$ cat config.mk
export PLATFORM = sky130hd
export DESIGN_NAME = mem_stage
export DESIGN_NICKNAME = d
export VERILOG_FILES = /design/src/rtl/mem_stage.sv
export SDC_FILE = /design/constraint.sdc
export NUM_CORES = 1
export LEC_CHECK = 0
export BUFFER_PORTS_ARGS = -buffer_cell sky130_fd_sc_hd__buf_2
export CORE_MARGIN = 2
export CORE_UTILIZATION = 42
export CTS_CLUSTER_SIZE = 40
export DETAILED_ROUTE_END_ITERATION = 8
export GPL_TIMING_DRIVEN = 0
export HOLD_SLACK_MARGIN = 0.08
export PLACE_DENSITY = 0.8
export SYNTH_ARGS = -nofsm -noshare
export SYNTH_HDL_FRONTEND = slang
export SYNTH_SLANG_ARGS = --single-unit
export TNS_END_PERCENT = 100
$ cat constraint.sdc
create_clock -name clk -period 2.1 [get_ports clk]
set_input_delay 0.21 -clock clk [delete_from_list [all_inputs] [get_ports clk]]
set_output_delay 0.21 -clock clk [all_outputs]
set_load 0.03 [all_outputs]
$ cat src/rtl/mem_stage.sv
// MEM pipeline stage: drives a req/ready handshake to a variable-latency data
// memory, stalls upstream while an access is outstanding and registers the
// MEM->WB values. Optional wait timeout is enabled with MEM_TIMEOUT_EN.
module mem_stage #(
    parameter int unsigned TIMEOUT = 16
) (
    input  logic        clk,
    input  logic        clr,
    input  logic        mem_wreg,
    input  logic [4:0]  mem_d,
    input  logic        mem_m2reg,
    input  logic        mem_wmem,
    input  logic [31:0] S,
    input  logic [31:0] MEM_Alu,
    output logic        dm_req,
    output logic        dm_we,
    output logic [31:0] dm_addr,
    output logic [31:0] dm_wdata,
    input  logic        dm_ready,
    input  logic [31:0] dm_rdata,
    output logic        mem_stall,
    output logic        mem_err,
    output logic        wb_wreg,
    output logic        wb_m2reg,
    output logic [4:0]  wb_d,
    output logic [31:0] wb_alu,
    output logic [31:0] wb_mdata,
    output logic [15:0] stall_cnt
);

    typedef enum logic [0:0] {StIdle, StWait} state_e;

    state_e      state_q, state_d;
    logic        acc, misaligned, is_load, complete, load_wb, err_d;
    logic        wb_wreg_q, wb_m2reg_q, mem_err_q;
    logic [4:0]  wb_d_q;
    logic [31:0] wb_alu_q, wb_mdata_q;
    logic [15:0] stall_cnt_q;

    // A combined load+store is treated as a store and never selects memory data
    assign acc        = mem_m2reg | mem_wmem;
    assign misaligned = acc & (MEM_Alu[1:0] != 2'b00);
    assign is_load    = mem_m2reg & ~mem_wmem;

    assign dm_we    = mem_wmem;
    assign dm_addr  = MEM_Alu;
    assign dm_wdata = S;

`ifdef MEM_TIMEOUT_EN
    localparam logic [7:0] TimeoutLast = 8'(TIMEOUT - 1);

    logic [7:0] wait_cnt_q;
    logic       abort;

    // Wait counter: zero while idle so it starts at 0 on entry to WAIT
    always_ff @(posedge clk) begin
        if (clr || state_q == StIdle) begin
            wait_cnt_q <= 8'd0;
        end else begin
            wait_cnt_q <= wait_cnt_q + 8'd1;
        end
    end
`endif

    // Handshake FSM next state, request and stall generation
    always_comb begin
        state_d   = state_q;
        dm_req    = 1'b0;
        mem_stall = 1'b0;
        complete  = 1'b0;
`ifdef MEM_TIMEOUT_EN
        abort     = 1'b0;
`endif
        if (!clr) begin
            case (state_q)
                StIdle: begin
                    if (acc && !misaligned) begin
                        dm_req = 1'b1;
                        if (dm_ready) begin
                            complete = 1'b1;
                        end else begin
                            mem_stall = 1'b1;
                            state_d   = StWait;
                        end
                    end
                end
                StWait: begin
                    dm_req = 1'b1;
                    if (dm_ready) begin
                        complete = 1'b1;
                        state_d  = StIdle;
                    end
`ifdef MEM_TIMEOUT_EN
                    // Give up on the access; ready in this same cycle still wins above
                    else if (wait_cnt_q == TimeoutLast) begin
                        abort   = 1'b1;
                        state_d = StIdle;
                    end
`endif
                    else begin
                        mem_stall = 1'b1;
                    end
                end
                default: state_d = StIdle;
            endcase
        end
    end

    // Non-access instructions pass straight through while idle; everything else bubbles
    always_comb begin
        load_wb = complete | ((state_q == StIdle) & ~acc);
        err_d   = (state_q == StIdle) & misaligned;
`ifdef MEM_TIMEOUT_EN
        err_d   = err_d | abort;
`endif
    end

    // FSM state register
    always_ff @(posedge clk) begin
        if (clr) begin
            state_q <= StIdle;
        end else begin
            state_q <= state_d;
        end
    end

    // MEM->WB pipeline registers, error pulse and saturating stall counter
    always_ff @(posedge clk) begin
        if (clr) begin
            wb_wreg_q   <= 1'b0;
            wb_m2reg_q  <= 1'b0;
            wb_d_q      <= 5'd0;
            wb_alu_q    <= 32'd0;
            wb_mdata_q  <= 32'd0;
            mem_err_q   <= 1'b0;
            stall_cnt_q <= 16'd0;
        end else begin
            mem_err_q <= err_d;
            if (mem_stall && stall_cnt_q != 16'hFFFF) begin
                stall_cnt_q <= stall_cnt_q + 16'd1;
            end
            if (load_wb) begin
                wb_wreg_q  <= mem_wreg;
                wb_m2reg_q <= is_load;
                wb_d_q     <= mem_d;
                wb_alu_q   <= MEM_Alu;
                if (complete && is_load) begin
                    wb_mdata_q <= dm_rdata;
                end
            end else begin
                // Bubble: kill write-back so a stalled instruction is not written twice
                wb_wreg_q  <= 1'b0;
                wb_m2reg_q <= 1'b0;
            end
        end
    end

    assign wb_wreg   = wb_wreg_q;
    assign wb_m2reg  = wb_m2reg_q;
    assign wb_d      = wb_d_q;
    assign wb_alu    = wb_alu_q;
    assign wb_mdata  = wb_mdata_q;
    assign mem_err   = mem_err_q;
    assign stall_cnt = stall_cnt_q;

endmodule

After elaboration in Yosys (flattened, before gate mapping)
Cells that the tools add are included.

Latch bits: 0. RAM bits: 0. Flip-flop bits (word level): 89. Logic and storage cells: 38. Memories: 0. Output and inout bits: 155. Bits in read-only memories: 0. Bits of input ports: 107.

$add $sub $neg: 1. Multiply operators: 0. Divide/modulo/power cells: 0. $lt $le $gt $ge: 0. Multiplexer cells: 11. Equality and inequality tests: 1. Shift operators: 0. Reductions and logical operators: 7. Bitwise gates (word level): 10.

Operators with widths (number): $add A16 B1 Y16 const B (1); $ne A16 B16 Y1 const B (1); $mux W1 (8); $pmux W1 S2 (3); $and A1 B1 Y1 (4); $not A1 Y1 (4); $logic_and A1 B1 Y1 (3); $or A1 B1 Y1 (2); $reduce_and A2 Y1 (1); $reduce_bool A2 Y1 (1); $reduce_or A2 Y1 (1); $logic_not A1 Y1 (1).

Longest topological paths before layout
Gate-level depths: netlist (run 1).

Depth in word-level cells: 10. Mapped depth: 8.

Worst setup path before layout (run 1)
No wires, ideal clock.

Kind: reg-to-reg. Start point: reg stall_cnt_q[0], in the netlist stall_cnt[0]. End point: reg stall_cnt_q[1], in the netlist stall_cnt[1]. Arrival time: 1858 ps. Setup slack: 107 ps. Buffers on the path: 0. Data required time: 1965 ps. Cell stages (with the launch flop): 7. Clock period less this slack: 1993 ps. Cells stage by stage: dfxtp_1 > ha_1 > nand4_1 > or4_4 > nand3_2 > mux2i_1 > nor2_1.

Word-level cells in the longest chain between the ends: 2.

RTL lines: start: declaration (RTL line 38) `logic [15:0] stall_cnt_q;`; start signal: assignment (RTL line 140) `stall_cnt_q <= stall_cnt_q + 16'd1;`; parallel branches: the longest is 2 deep, another holds $add A16 B1 Y16.

Parallel ways; which one is timed is not known. A chain may end at the register's enable or synchronous reset.

Worst setup path in the final report (run 1)
Same ends and word-level chain as after synthesis.

==> qor.csv, run 1 <==
metric;value;unit
status;finished, final reports clean;
switch share;28.4;%
Core Area;9280;um2
num rows;35;
initial DRC count;125;
total routed wirelength;11700;um
Clk pin slew, worst setup/hold paths;0.09;ns
NetSw;0.00107;W
Startpoint Class;flip-flop;
Cell variety after synth;46;
DRC Markers;0;
die width;102;um
Vias;4104;
Clk pwr share;34.4;%
worst rel slew slack;53.3;%
power per cell area;671;nW/um2
synthesis-stage register bit count;89;
Routed WL per cell;13.6;um
asr flop ratio synth;0;%
final hold viol count;0;
sequential element share of the synthesized area;44.2;%
GRT Total Usage;21.1;%
Largest stage delay, worst path;0.58;ns
Synth Flop Type;dfxtp_1;
WP data required;2.31;ns
internal power;0.00271;W
fmax;510;MHz
# diodes;0;
largest net degree at the start of global routing;15;
critical path's slowest cell;or4_4;
area of the multi-input gates;1580;um2
synth warn;0;
Critical Path AT;2.17;ns
Seq. cell area;1780;um2
RSZ-0062 raised after global routing;no;
Routability Congestion;0.881;
Routed met3 length;1080;um
Post-DRT Antenna Nets;0;
met2 routed wirelength;6130;um
worst skew pair latency;0.34;ns
number of enable flip-flop cells after synthesis;0;
initial antenna violation count;0;
Clock Skews;0.0107;ns
Period minus WS final;1.96;ns
dpl cell area;5340;um2
vias in the first global route;3875;
final slew viol count;0;
layout cells sized above 1;51.8;%
Mapped Cells;479;
final instance area;5640;um2
clk buf depth;2;
# IOs;262;
crit path kind;flip-flop to flip-flop;
syn_nets;587;
half-perimeter wire length after placement;9130;um
number of buffers created by CTS;9;
overall die height;102;um
cts repair resizes;0;
Highest Signal Layer;met4;
fin cells;861;
final setup vio count;0;
syn avg cell area;8.41;um2
Placed Cells;837;
Area Growth Syn to Fin;40.0;%
setup_tns;0;ns
Leak;2.67;nW
Flop pwr share;46.6;%
first-pass GRT wire length;17400;um
Worst-Margin Slew;0.701;ns
Worst path top cell family by delay;simple AND/OR/NAND/NOR gates;
Vias/cell;4.77;
area of the mapped netlist;4030;um2
Max-Cap Viols;0;
first-pass iteration count of the detailed router;4;
maximum vdd drop;0.000322;V
CP cell instances;ha_1, nand4_1, or4_4, nand3_2, mux2i_1, nor2_1;
slack of the critical path;0.139;ns
port bufs;229;
Hold Path Class;input pin to flip-flop;
Filler Cells Inserted;859;
Critical Path End Type;flip-flop;
critical path peak fanout;7;
worst path bufs/invs;0;
met1 WL;4360;um
Final Hold Slack;0.101;ns
Die ar.;10400;um2
initial core utilization;43.4;%
Setup WS pre-CTS;0.155;ns
post-route clock period utilization;93.4;%
GRT overflow;0;
H-Tree Depth;3;
Comb pwr share;19.0;%
# clock sinks;89;
nets@finish;835;
TritonCTS clock tree;done;
clk root buf;clkbuf_8;
[through the flow]
stage	utilization, %	total power (W)
2_1_floorplan	-	0.00227
6_report	60.7	0.00378
4_1_cts	60.5	0.00382
3_3_place_gp	57.5	0.00250
3_5_place_dp	57.5	0.00251
5_1_grt	60.7	0.00395
[logic make-up after synthesis]
family          share of synthesized area [%]
compound gates                           15.9
xor+xnor                                0.217
simple gates                             21.8
flops                                    44.2
buf+inv                                  16.5
mux                                     0.994
fa+ha+maj                               0.311
[registers in the layout (all words and copies together), names as in the netlist]
register and flops:
wb_alu 32, wb_mdata 32, stall_cnt 16, wb_d 5, mem_err 1, state_q 1
wb_m2reg 1, wb_wreg 1
[per-layer routing]
layer / global-route usage, % / vias up
met1: 22.4 / 1874
met5: 0 / -
met4: 8.00 / 0
met3: 6.70 / 15
li1: - / 2021
met2: 38.9 / 194
[cells in the mapped netlist, types with 3 or more instances]
cell type  number  area [um2]
buf_2           7        35.0
nand3_1         5        25.0
a21oi_2        30         263
nor2_1         15        56.3
and3_1          4        25.0
mux2i_1         4        40.0
dfxtp_1        89        1780
inv_1           4        15.0
nand4_1         6        37.5
buf_4          66         495
nand2_2        19         119
clkbuf_1        9        33.8
a21oi_1        44         220
or4_4           3        33.8
nand2_1       132         495
buf_1           3        11.3
[tightest hold or removal path, cell delays in order]
cell     delay (ns)
buf_2          0.09
nand2_1        0.04
a21oi_1        0.05
[timing repair]
action / in CTS / in global routing
hold buffers: 6 / 2
setup buffers: 0 / 0
setup endpoints to repair: 0 / 0
hold endpoints to repair: 6 / 2
[cell usage in the layout, fill, tap and decap left out, types with 4 or more instances in the layout]
master,instances
nand3_1,5
nand2_2,19
and3_1,4
dlygate4sd3_1,8
nor2_1,15
clkbuf_8,10
clkbuf_1,11
buf_4,66
inv_1,4
mux2i_1,4
dfxtp_1,89
nand4_1,6
a21oi_2,30
nand2_1,132
a21oi_1,44
buf_2,236
[worst paths after layout]
kind                startpoint           end  slack [ns]  cells after the start
setup / recovery  stall_cnt[0]  stall_cnt[1]        0.14                      6
hold / removal        mem_d[0]       wb_d[0]        0.10                      3
setup reg to reg  stall_cnt[0]  stall_cnt[1]        0.14                      6
hold reg to reg      wb_alu[5]     wb_alu[5]        0.45                      2
[layout make-up]
| class | instances | area share, % |
|---|---|---|
| sequential | 89 | 31.6 |
| multi-input combinational | 295 | 28.0 |
| timing repair buffer | 237 | 21.8 |
| buffer | 89 | 11.3 |
| tap | 129 | 2.86 |
| clock buffer | 12 | 2.57 |
| clock inverter | 4 | 1.35 |
| inverter | 6 | 0.488 |
[power by group through the flow]
stage	Combinational (W)	Sequential (W)	Clock, W
2_1_floorplan	0.000373	0.00190	0
3_3_place_gp	0.000702	0.00180	0
3_5_place_dp	0.000713	0.00180	0
4_1_cts	0.000723	0.00176	0.00134
5_1_grt	0.000772	0.00177	0.00141
6_report	0.000720	0.00176	0.00130
No activity file was read; power rests on OpenSTA's default activity.
==> run 2, diff against run 1 <==
CORE_MARGIN = 1.5   (was 2)
==> run 2 against run 1 <==
Against the previous run: core utilization is 0.71 points lower; global-route usage is 0.48 points lower; first-iteration DRC count is 20% higher; hold slack worse by 0.0065 ns; sequential share of layout area is 0.42 points higher; total power is 2.0% lower; clock skew is 0.00085 ns higher; via count is 1.2% lower.
==> qor.csv, run 2 (synthesis gave the netlist of run 1 again) <==
metric;value;unit;change
layout cells sized above 1;52.8;%;+0.98 points
critical path's slowest cell;or4_4;;
Clk pwr share;33.3;%;-1.1 points
H-Tree Depth;3;;unchanged
Period minus WS final;1.93;ns;-0.0299 ns
GRT Total Usage;20.6;%;-0.48 points
overall die height;101;um;-0.98%
WP data required;2.31;ns;about the same
Critical Path AT;2.14;ns;-0.03 ns
Hold Path Class;input pin to flip-flop;;
Setup WS pre-CTS;0.146;ns;-0.00895 ns
largest net degree at the start of global routing;16;;+1
Final Hold Slack;0.0948;ns;-0.00648 ns
post-route clock period utilization;91.9;%;-1.4 points
Clk pin slew, worst setup/hold paths;0.10;ns;about the same
# diodes;0;;unchanged
final hold viol count;0;;unchanged
Placed Cells;837;;unchanged
Routed WL per cell;13.3;um;-2.2%
initial antenna violation count;0;;unchanged
Filler Cells Inserted;854;;-0.58%
Post-DRT Antenna Nets;0;;unchanged
worst rel slew slack;51.9;%;-1.4 points
initial core utilization;43.4;%;unchanged
Critical Path End Type;flip-flop;;
Startpoint Class;flip-flop;;
Vias;4056;;-1.2%
status;finished, final reports clean;;
Largest stage delay, worst path;0.58;ns;about the same
# clock sinks;89;;unchanged
nets@finish;829;;-0.72%
half-perimeter wire length after placement;8960;um;-1.8%
critical path peak fanout;7;;unchanged
vias in the first global route;3721;;-4.0%
Clock Skews;0.0115;ns;+0.000853 ns
total routed wirelength;11400;um;-2.9%
Die ar.;10200;um2;-2.0%
worst skew pair latency;0.35;ns;about the same
power per cell area;666;nW/um2;-0.81%
Vias/cell;4.74;;-0.48%
final setup vio count;0;;unchanged
first-pass GRT wire length;16600;um;-4.4%
Flop pwr share;47.5;%;+0.9 points
slack of the critical path;0.169;ns;+0.0299 ns
num rows;35;;unchanged
TritonCTS clock tree;done;;
crit path kind;flip-flop to flip-flop;;
first-pass iteration count of the detailed router;5;;+1
Core Area;9280;um2;unchanged
commonest non-fill, non-tap cells in the layout;236 x buf_2, 132 x nand2_1, 87 x dfxtp_1;;
DRC Markers;0;;unchanged
Worst-Margin Slew;0.722;ns;+0.0212 ns
Comb pwr share;19.2;%;+0.2 points
RSZ-0062 raised after global routing;no;;
Routability Congestion;0.860;;-2.4%
Area Growth Syn to Fin;38.3;%;
Max-Cap Viols;0;;unchanged
clk root buf;clkbuf_8;;
initial DRC count;150;;+20%
GRT overflow;0;;unchanged
total power;0.00371;W;-2.0%
switch share;29.4;%;+0.97 points
NetSw;0.00109;W;+1.4%
internal power;0.00262;W;-3.3%
die width;101;um;-0.98%
commonest non-fill, non-tap cell in the layout;buf_2;;
maximum vdd drop;0.000364;V;+13%
CP cell instances;ha_1, nand4_1, or4_4, nand3_2, mux2i_1, nor2_1;;
final slew viol count;0;;unchanged
clk buf depth;2;;unchanged
Post-CTS Setup Inserts;0;;unchanged
number of buffers created by CTS;9;;unchanged
Leak;2.65;nW;-0.77%
fmax;518;MHz;+1.5%
# IOs;262;;unchanged
port bufs;229;;unchanged
fin cells;855;;-0.70%
setup_tns;0;ns;unchanged
run 2: cell count changes in the layout (fill, tap and decap cells not counted), sizes merged:
cell         previous run  this run
clkinv                  3         4
bufinv                  2         1
clkinvlp                1         0
dlygate4sd3             8         2
inv                     4         6
clkbuf                 21        20
run 2: metal layers:
layer | vias to the layer above | GRT usage [%] | routed length (um)
met5 | - | 0 | 0
met1 | 1842 | 22.3 | 4440
met4 | 0 | 7.16 | 223
met3 | 22 | 6.03 | 1000
li1 | 1998 | - | -
met2 | 194 | 38.2 | 5730
run 2: what timing repair did:
| action | in CTS | in global routing |
|---|---|---|
| endpoints found under the setup margin | 0 | 2 |
| endpoints found under the hold margin | 1 | 1 |
| resized for setup | 0 | 2 |
| hold buffers | 1 | 1 |
run 2: cell type report:
cell class | instances | area (um2) | share of cell area (%)
Sequential cell | 89 | 1780 | 32.0
Multi-Input combinational cell | 295 | 1580 | 28.4
Timing Repair Buffer | 231 | 1170 | 20.9
Buffer | 89 | 638 | 11.5
Tap cell | 129 | 161 | 2.90
Clock buffer | 11 | 151 | 2.72
Clock inverter | 5 | 61.3 | 1.10
Inverter | 6 | 27.5 | 0.494
run 2: worst paths after layout:
check | startpoint | to | slack (ns) | cells past startpoint
hold reg to reg | wb_alu[31] | wb_alu[31] | 0.45 | 2
hold / removal | mem_d[3] | wb_d[3] | 0.09 | 3
setup reg to reg | stall_cnt[0] | stall_cnt[1] | 0.17 | 6
setup / recovery | stall_cnt[0] | stall_cnt[1] | 0.17 | 6
run 2: metrics by stage:
step | instance area (um2) | util (%)
5_1_grt | 5570 | 60.0
6_report | 5570 | 60.0
2_1_floorplan | 4030 | -
4_1_cts | 5560 | 59.9
3_3_place_gp | 5340 | 57.5
3_5_place_dp | 5340 | 57.5
run 2: worst max-delay path: cells and delay by family, from the launching register on:
kind,cells,cell delay [ns]
simple gates,4,0.99
flops,1,0.38
mux,1,0.22
fa+ha+maj,1,0.21
run 2: power by group through the flow:
stage / Sequential (W) / Combinational (W) / Clock, W
floorplan: 0.00190 / 0.000373 / 0
global placement: 0.00180 / 0.000702 / 0
detailed placement: 0.00180 / 0.000712 / 0
CTS: 0.00176 / 0.000715 / 0.00126
global route: 0.00177 / 0.000758 / 0.00134
finish: 0.00176 / 0.000711 / 0.00124
